==> src/rtl/ppu_vram_arb.sv <==
// Arbiter for the PPU's single VRAM port: renderer fetches vs. one buffered 0x2007 access.
// Define PPU_VRAM_ARB_STARVE_EN to build the wait counter and FORCE state (starvation guard).
module ppu_vram_arb #(
   parameter int unsigned STARVE_MAX = 16
) (
   input  logic        clk_in,
   input  logic        rst_in,
   input  logic        rend_active_in,
   input  logic        rend_req_in,
   input  logic [13:0] rend_a_in,
   input  logic        ri_rd_in,
   input  logic        ri_wr_in,
   input  logic [13:0] ri_a_in,
   input  logic [7:0]  ri_d_in,
   input  logic [7:0]  vram_d_in,
   output logic [13:0] vram_a_out,
   output logic [7:0]  vram_d_out,
   output logic        vram_wr_out,
   output logic        rend_ack_out,
   output logic [7:0]  ri_rd_d_out,
   output logic        ri_rd_vld_out,
   output logic        ri_busy_out,
   output logic        ri_drop_out
);

   typedef enum logic [1:0] {S_IDLE = 2'd0, S_WAIT = 2'd1, S_FORCE = 2'd2} state_t;

   state_t      r_state, w_next;
   logic        r_pend_wr;
   logic [13:0] r_pend_a;
   logic [7:0]  r_pend_d;
   logic        r_rd_inflight;
   logic [7:0]  r_rd_d;
   logic        r_rd_vld;
   logic        r_drop;

   logic w_ri_req, w_ri_grant, w_capture, w_drop;

   assign w_ri_req = ri_rd_in | ri_wr_in;

   always_comb begin
      w_ri_grant = 1'b0;
      case (r_state)
         S_WAIT:  w_ri_grant = ~rend_active_in | ~rend_req_in;
         S_FORCE: w_ri_grant = 1'b1;
         default: w_ri_grant = 1'b0;
      endcase
   end

   // The buffer frees on a grant edge, so a request on the grant cycle still fits.
   assign w_capture = w_ri_req & ((r_state == S_IDLE) | w_ri_grant);
   assign w_drop    = w_ri_req & ~w_capture;

`ifdef PPU_VRAM_ARB_STARVE_EN
   logic [7:0] r_wait_cnt;
   logic       w_cnt_hit;

   assign w_cnt_hit = ({1'b0, r_wait_cnt} + 9'd1) >= 9'(STARVE_MAX);

   always_ff @(posedge clk_in or posedge rst_in) begin
      if (rst_in)
         r_wait_cnt <= 8'd0;
      else if (w_ri_grant)
         r_wait_cnt <= 8'd0;
      else if (r_state == S_WAIT && r_wait_cnt != 8'hFF)
         r_wait_cnt <= r_wait_cnt + 8'd1;
   end
`else
   logic w_unused_starve;
   assign w_unused_starve = (STARVE_MAX > 0);
`endif

   // State register
   always_ff @(posedge clk_in or posedge rst_in) begin
      if (rst_in) r_state <= S_IDLE;
      else        r_state <= w_next;
   end

   // Next-state logic
   always_comb begin
      w_next = r_state;
      case (r_state)
         S_IDLE: if (w_ri_req) w_next = S_WAIT;
         S_WAIT: begin
            if (w_ri_grant)
               w_next = w_ri_req ? S_WAIT : S_IDLE;
`ifdef PPU_VRAM_ARB_STARVE_EN
            else if (w_cnt_hit)
               w_next = S_FORCE;
`endif
         end
         S_FORCE: w_next = w_ri_req ? S_WAIT : S_IDLE;
         default: w_next = S_IDLE;
      endcase
   end

   // Output logic
   always_comb begin
      vram_a_out   = rend_a_in;
      vram_d_out   = 8'h00;
      vram_wr_out  = 1'b0;
      rend_ack_out = 1'b0;
      if (w_ri_grant) begin
         vram_a_out  = r_pend_a;
         vram_wr_out = r_pend_wr;
         vram_d_out  = r_pend_wr ? r_pend_d : 8'h00;
      end else begin
         rend_ack_out = rend_req_in & rend_active_in;
      end
   end

   always_ff @(posedge clk_in or posedge rst_in) begin
      if (rst_in) begin
         r_pend_wr <= 1'b0;
         r_pend_a  <= 14'd0;
         r_pend_d  <= 8'd0;
      end else if (w_capture) begin
         r_pend_wr <= ri_wr_in;
         r_pend_a  <= ri_a_in;
         r_pend_d  <= ri_d_in;
      end
   end

   // Read data arrives the cycle after the address, so it is captured one edge after grant.
   always_ff @(posedge clk_in or posedge rst_in) begin
      if (rst_in) begin
         r_rd_inflight <= 1'b0;
         r_rd_d        <= 8'h00;
         r_rd_vld      <= 1'b0;
         r_drop        <= 1'b0;
      end else begin
         r_rd_inflight <= w_ri_grant & ~r_pend_wr;
         r_rd_vld      <= r_rd_inflight;
         r_drop        <= w_drop;
         if (r_rd_inflight) r_rd_d <= vram_d_in;
      end
   end

   assign ri_rd_d_out   = r_rd_d;
   assign ri_rd_vld_out = r_rd_vld;
   assign ri_busy_out   = (r_state != S_IDLE);
   assign ri_drop_out   = r_drop;

endmodule

==> config.mk <==
export PLATFORM = sky130hd
export DESIGN_NAME = ppu_vram_arb
export DESIGN_NICKNAME = d
export VERILOG_FILES = /design/src/rtl/ppu_vram_arb.sv
export SDC_FILE = /design/constraint.sdc
export NUM_CORES = 1
export LEC_CHECK = 0
export CORE_MARGIN = 2
export CORE_UTILIZATION = 53
export CTS_CLUSTER_SIZE = 28
export DETAILED_ROUTE_END_ITERATION = 10
export DONT_BUFFER_PORTS = 1
export GPL_TIMING_DRIVEN = 0
export MAX_ROUTING_LAYER = met4
export PLACE_DENSITY = 0.68
export SETUP_SLACK_MARGIN = 0.05
export SLEW_MARGIN = 25
export SYNTH_ARGS = -nofsm -noshare
export SYNTH_HDL_FRONTEND = slang
export SYNTH_SLANG_ARGS = --single-unit
==> constraint.sdc <==
create_clock -name clk_in -period 2.49 [get_ports clk_in]
set_clock_uncertainty 0.15 [all_clocks]
set_input_delay 0.747 -clock clk_in [delete_from_list [all_inputs] [get_ports clk_in]]
set_output_delay 0.747 -clock clk_in [all_outputs]
set_load 0.05 [all_outputs]
==> results of run 1 <==
critical path: stages, from the launching register on:
cell and delay, ns:
dfrtp_2 0.58, nor2b_4 0.21, buf_6 0.13, buf_12 0.14, mux2_4 0.39
timing repair:
action                                  4_1_cts  5_1_grt
buffers inserted                              2        1
cloned                                        0        0
pin swaps                                     7        3
resized for setup                            11        1
endpoints found under the setup margin       23       23
area by class of cell:
cell class              instances  area, µm²  share of cell area (%)
inverters                       2       7.51                   0.418
multi-input cells              63        716                    39.9
clock buffers                   8       68.8                    3.83
repair buffers                  3       22.5                    1.25
flip-flops and latches         35        877                    48.9
plain buffers                   6       65.1                    3.62
well taps                      31       38.8                    2.16
power breakdown:
group	internal [mW]	switching, mW
Sequential	0.643	0.165
Combinational	0.158	0.242
Clock	0.166	0.168
Total	0.967	0.575
stage by stage:
step	util, %	cell area [µm²]	setup slack (ns)
4_1_cts	63.6	1780	-0.213
3_3_place_gp	59.3	1660	-0.236
6_report	64.0	1800	-0.181
3_5_place_dp	59.3	1660	-0.236
5_1_grt	64.0	1800	-0.259
2_1_floorplan	-	1630	-0.134
cell usage after synthesis:
library cell and count:
a21oi_4 1, and2_1 2, and2_4 1, and3_1 8, buf_12 1, buf_6 3
clkbuf_1 1, clkbuf_2 1, dfrtp_1 35, inv_1 2, mux2_1 1, mux2_2 33
mux2_4 10, nand2_1 2, nand3_1 1, nor2_1 1, nor2_2 1, nor2b_2 1
o21ai_0 1
logic make-up after synthesis:
family | Yosys count | synth area share [%]
compound gates | 2 | 1.33
mux | 44 | 33.3
buf+inv | 8 | 4.37
flops | 35 | 54.6
simple gates | 17 | 6.40
how the worst min path moves through the flow:
stage	slack [ns]	cells after the start	from	endpoint
3_3_place_gp	0.21	0	r_rd_inflight	ri_rd_vld_out
6_report	0.23	0	r_rd_inflight	ri_rd_vld_out
4_1_cts	0.24	0	r_rd_inflight	ri_rd_vld_out
2_1_floorplan	0.20	0	r_rd_inflight	ri_rd_vld_out
3_5_place_dp	0.22	0	r_rd_inflight	ri_rd_vld_out
5_1_grt	0.26	0	r_rd_inflight	ri_rd_vld_out
registers in the layout, indices dropped and copies added (netlist names):
| signal | flops |
|---|---|
| r_pend_a | 14 |
| r_pend_d | 8 |
| ri_rd_d_out | 8 |
| r_pend_wr | 1 |
| r_rd_inflight | 1 |
| r_state | 1 |
| ri_drop_out | 1 |
| ri_rd_vld_out | 1 |
routing by layer:
layer | part of all wire (%) | GRT usage (%) | vias to the layer above
met3 | 11 | 5.90 | 7
met4 | 2.6 | 11.0 | 0
met5 | 0 | - | -
met1 | 37 | 19.3 | 436
met2 | 49 | 27.3 | 53
li1 | - | - | 391
==> flow_summary.yaml, run 1 <==
logic_synthesis:
  synth_cells: 106
  ys_warn_count: 0
  synth_top_cell_area_share_pct: 54.6
  synth_seq_cells: 35
  synthDistinctLibCells: 19
  synth_area_um2: 1600
  synth_top_area_cell: "dfrtp_1"
  syn_area_per_cell_um2: 15.1
  netlist_top_cells_area: "dfrtp_1 55%, mux2_2 23%, mux2_4 9.4%, and3_1 3.1%, buf_6 2.1%"
  yosysSeqAreaShare_pct: 54.6
  synth_nets: 156
final_layout:
  syn_to_final_growth_pct: 12.0
  drive_gt1_share_pct: 62.4
  diodes: 0
  nNetsFinal: 166
  fin_cells: 148
  fillCellCount: 225
  final_cell_mix: "34 x dfrtp_1, 30 x mux2_2, 13 x mux2_4"
  final_common_cell: "dfrtp_1"
flow_run:
  drv_cap: 0
critical_path:
  crit_start: "r_state[0]"
  regToRegEndpoint: "r_pend_a[13]"
  crit_required_ns: 1.59
  r2r_start: "r_state[0]"
  reg2regPathDepth: 3
  cp-start-kind: "register"
  r2r_setup_slack_ns: 0.90
  cp-end-kind: "output pin"
  worstPathMaxFanout: 10
  worstPathArrival_ns: 1.77
  cp-endpoint: "vram_a_out[2]"
  path_class: "register to output pin"
die:
  die_h_um: 59.0
  fp-row-count: 19
  ios: 85
  die_x_um: 59.0
  core_um2: 2810
  start_util_pct: 57.1
  die-area_um2: 3480
route:
  vias_per_cell: 5.99
  dr.pass1.iters: 7
  ant_nets: 0
  wirelength_um: 2750
  first_iter_violations: 28
  vias: 887
  wire_per_inst_um: 18.6
  drc: 7
grt:
  grt_pass1_vias: 938
  grt_pass1_wl_um: 4260
  antenna_found_initial: 0
  grt_max_degree: 36
  track_usage_pct: 17.6
  overflow: 0
place:
  placedCellCount: 137
  numPortBuffers: 0
  gp_congestion: 0.727
  dp_hpwl_um: 2060
sta:
  slew_viol_final: 0
  slew_headroom_pct: 53.0
  hold_viol_final: 0
  fin_tns_setup_ns: -3.58
  setup_viol: 23
  rsz0062_at_grt: "true"
  whs_ns: 0.230
  fin_crit_ns: 2.67
  setup_slack_ns: -0.181
  worst_slew_pin_slew_ns: 0.705
  max_freq_ghz: 0.374
  finalCritPeriodShare_pct: 107
min_path:
  hp-class: "register to register"
clock_tree:
  cts_buffers: 5
  cts.clk_slew.worst_paths_ns: 0.09
  clock-sinks: 35
  cts_max_level: 2
  clk_path_buf_depth: 2
  hold_buffers: 0
  cts_root_buffer: "clkbuf_4"
  cts_tree: "built"
  clk_latency_ns: 0.32
run_status:
  violations: "design-rule violations, negative setup slack"
  status: "finished, violations left"
power:
  p_leak_nw: 0.810
  p_per_area_nw_per_um2: 859
  vdd.ir_drop.worst_v: 0.000452
  fin_total_pwr_mw: 1.54
Note: power is estimated with default switching activity, not from simulation.
==> run 2, diff against run 1 <==
--- a/config.mk
+++ b/config.mk
@@ -6,13 +6,12 @@
 export NUM_CORES = 1
 export LEC_CHECK = 0
 export CORE_MARGIN = 2
-export CORE_UTILIZATION = 53
+export CORE_UTILIZATION = 40
 export CTS_CLUSTER_SIZE = 28
 export DETAILED_ROUTE_END_ITERATION = 10
 export DONT_BUFFER_PORTS = 1
 export GPL_TIMING_DRIVEN = 0
 export MAX_ROUTING_LAYER = met4
-export PLACE_DENSITY = 0.68
 export SETUP_SLACK_MARGIN = 0.05
 export SLEW_MARGIN = 25
 export SYNTH_ARGS = -nofsm -noshare
==> run 2 against run 1 <==
Effect of this change:
- the flow finishes with violations (negative setup slack)
- final cell count up 14%
- global-route usage decreased by 3.8 points
- clock power rose by 31%
- sequential share of layout area is 1.7 points lower
- die area up 30%
- maximum frequency grew 0.90%
- critical path depth up 1
- largest power group unchanged
==> flow_summary.yaml, run 2 (synthesis results as in run 1) <==
run_status:
  status: "finished, violations left"
  violations: "negative setup slack"
flow_run:
  drv_cap: 0
critical_path:
  worstPathMaxFanout: 10
  cp-end-kind: "output pin"
  worstPathCellList: "and2_4, nor2b_4, buf_6, buf_12, mux2_4"
  worstPathArrival_ns: 1.75
  critPathSlowestCell: "mux2_4"
  path_class: "input port to output pin"
  slowest_delay_ns: 0.39
  cp-start-kind: "input port"
  crit_required_ns: 1.59
route:
  wirelength_um: 3000
  ant_nets: 0
  dr.pass1.iters: 3
  drc: 0
  vias_per_cell: 5.24
  first_iter_violations: 21
  vias: 880
  wire_per_inst_um: 17.9
sta:
  slew_headroom_pct: 52.7
  hold_viol_final: 0
  setup_slack_ns: -0.158
  rsz0062_at_grt: "true"
  setup_viol: 23
  max_freq_ghz: 0.378
  fin_tns_setup_ns: -3.04
  worst_slew_pin_slew_ns: 0.708
  finalCritPeriodShare_pct: 106
  fin_crit_ns: 2.65
  slew_viol_final: 0
final_layout:
  final_util_pct: 47.6
  nNetsFinal: 167
  top_register: "r_pend_a"
  fin_area_um2: 1860
  final_cell_mix: "34 x dfrtp_1, 29 x mux2_2, 14 x mux2_4"
  drive_gt1_share_pct: 62.7
  final_common_cell: "dfrtp_1"
  syn_to_final_growth_pct: 16.2
  diodes: 0
  fillCellCount: 363
  largest_reg_flops: 14
place:
  dpl-instance-area_um2: 1690
  numPortBuffers: 0
  gp_congestion: 0.657
  dp_slack_ns: -0.248
  dp_hpwl_um: 2200
grt:
  overflow: 0
  grt_pass1_vias: 882
  grt_max_degree: 36
  antenna_found_initial: 0
  grt_pass1_wl_um: 4260
  track_usage_pct: 13.8
clock_tree:
  cts_root_buffer: "clkbuf_8"
  cts_max_level: 2
  cts.clk_slew.worst_paths_ns: 0.06
  cts_tree: "built"
  clk_latency_ns: 0.28
  hold_buffers: 0
  cts_buffers: 5
  clk_path_buf_depth: 2
  clock-sinks: 35
power:
  clockPowerShare_pct: 26.4
  p_leak_nw: 0.833
  swShare_pct: 36.0
  p_per_area_nw_per_um2: 887
  power_frac_seq_pct: 49.1
  power_switching_uw: 594
  intPower_mw: 1.06
  fin_total_pwr_mw: 1.65
  share_comb_of_total_power_pct: 24.5
  vdd.ir_drop.worst_v: 0.000398
die:
  die_x_um: 67.3
  ios: 85
  core_um2: 3910
  die-area_um2: 4530
  start_util_pct: 41.0
  fp-row-count: 23
  die_h_um: 67.3
min_path:
  hp-class: "register to register"
[run 2: timing repair]
item,in CTS,in global routing
endpoints found under the hold margin,0,0
buffers inserted,4,0
resized for setup,12,1
setup endpoints to repair,23,23
pin swaps,4,4
[run 2: final cells by class]
class	count	area, µm²	area share [%]
flip-flops and latches	35	877	47.1
multi-input cells	63	719	38.6
clock buffers	8	100	5.38
plain buffers	6	65.1	3.49
well taps	50	62.6	3.36
repair buffers	4	30.0	1.61
inverters	2	7.51	0.403
[run 2: critical path: cells and delay by family]
kind	cells	cell delay (ns)
mux	1	0.39
simple gates	2	0.33
buf+inv	2	0.27
[run 2: power groups by stage]
| stage | Combinational (mW) | Sequential (mW) | Clock [mW] |
|---|---|---|---|
| 5_1_grt | 0.425 | 0.820 | 0.482 |
| 6_report | 0.405 | 0.810 | 0.436 |
| 2_1_floorplan | 0.360 | 0.803 | 0 |
| 4_1_cts | 0.409 | 0.811 | 0.456 |
| 3_3_place_gp | 0.381 | 0.815 | 0 |
| 3_5_place_dp | 0.389 | 0.818 | 0 |
[run 2: per-stage QoR]
step | hold slack (ns) | std cells
after floorplan | 0.202 | 106
after global placement | 0.222 | 156
after detailed placement | 0.223 | 156
after CTS | 0.238 | 168
after global routing | 0.248 | 168
final | 0.233 | 168
[run 2: per-layer routing]
layer	GRT usage [%]	share of wire, %	vias to the layer above
met1	14.7	39	434
met4	6.63	0.77	0
met2	21.7	50	50
li1	-	-	392
met3	6.33	10	4
met5	-	0	-
[run 2: path summary, 6_finish.rpt]
kind,from,end,slack (ns),depth (start not counted)
setup reg to reg,r_state[0],r_pend_a[9],0.84,3
min in group asynchronous,rst_in,r_pend_a[10],0.31,1
setup / recovery,rend_req_in,vram_a_out[11],-0.16,5
max in group asynchronous,rst_in,r_state[0],1.39,1
hold / removal,r_rd_inflight,ri_rd_vld_out,0.23,0
hold reg to reg,r_rd_inflight,ri_rd_vld_out,0.23,0
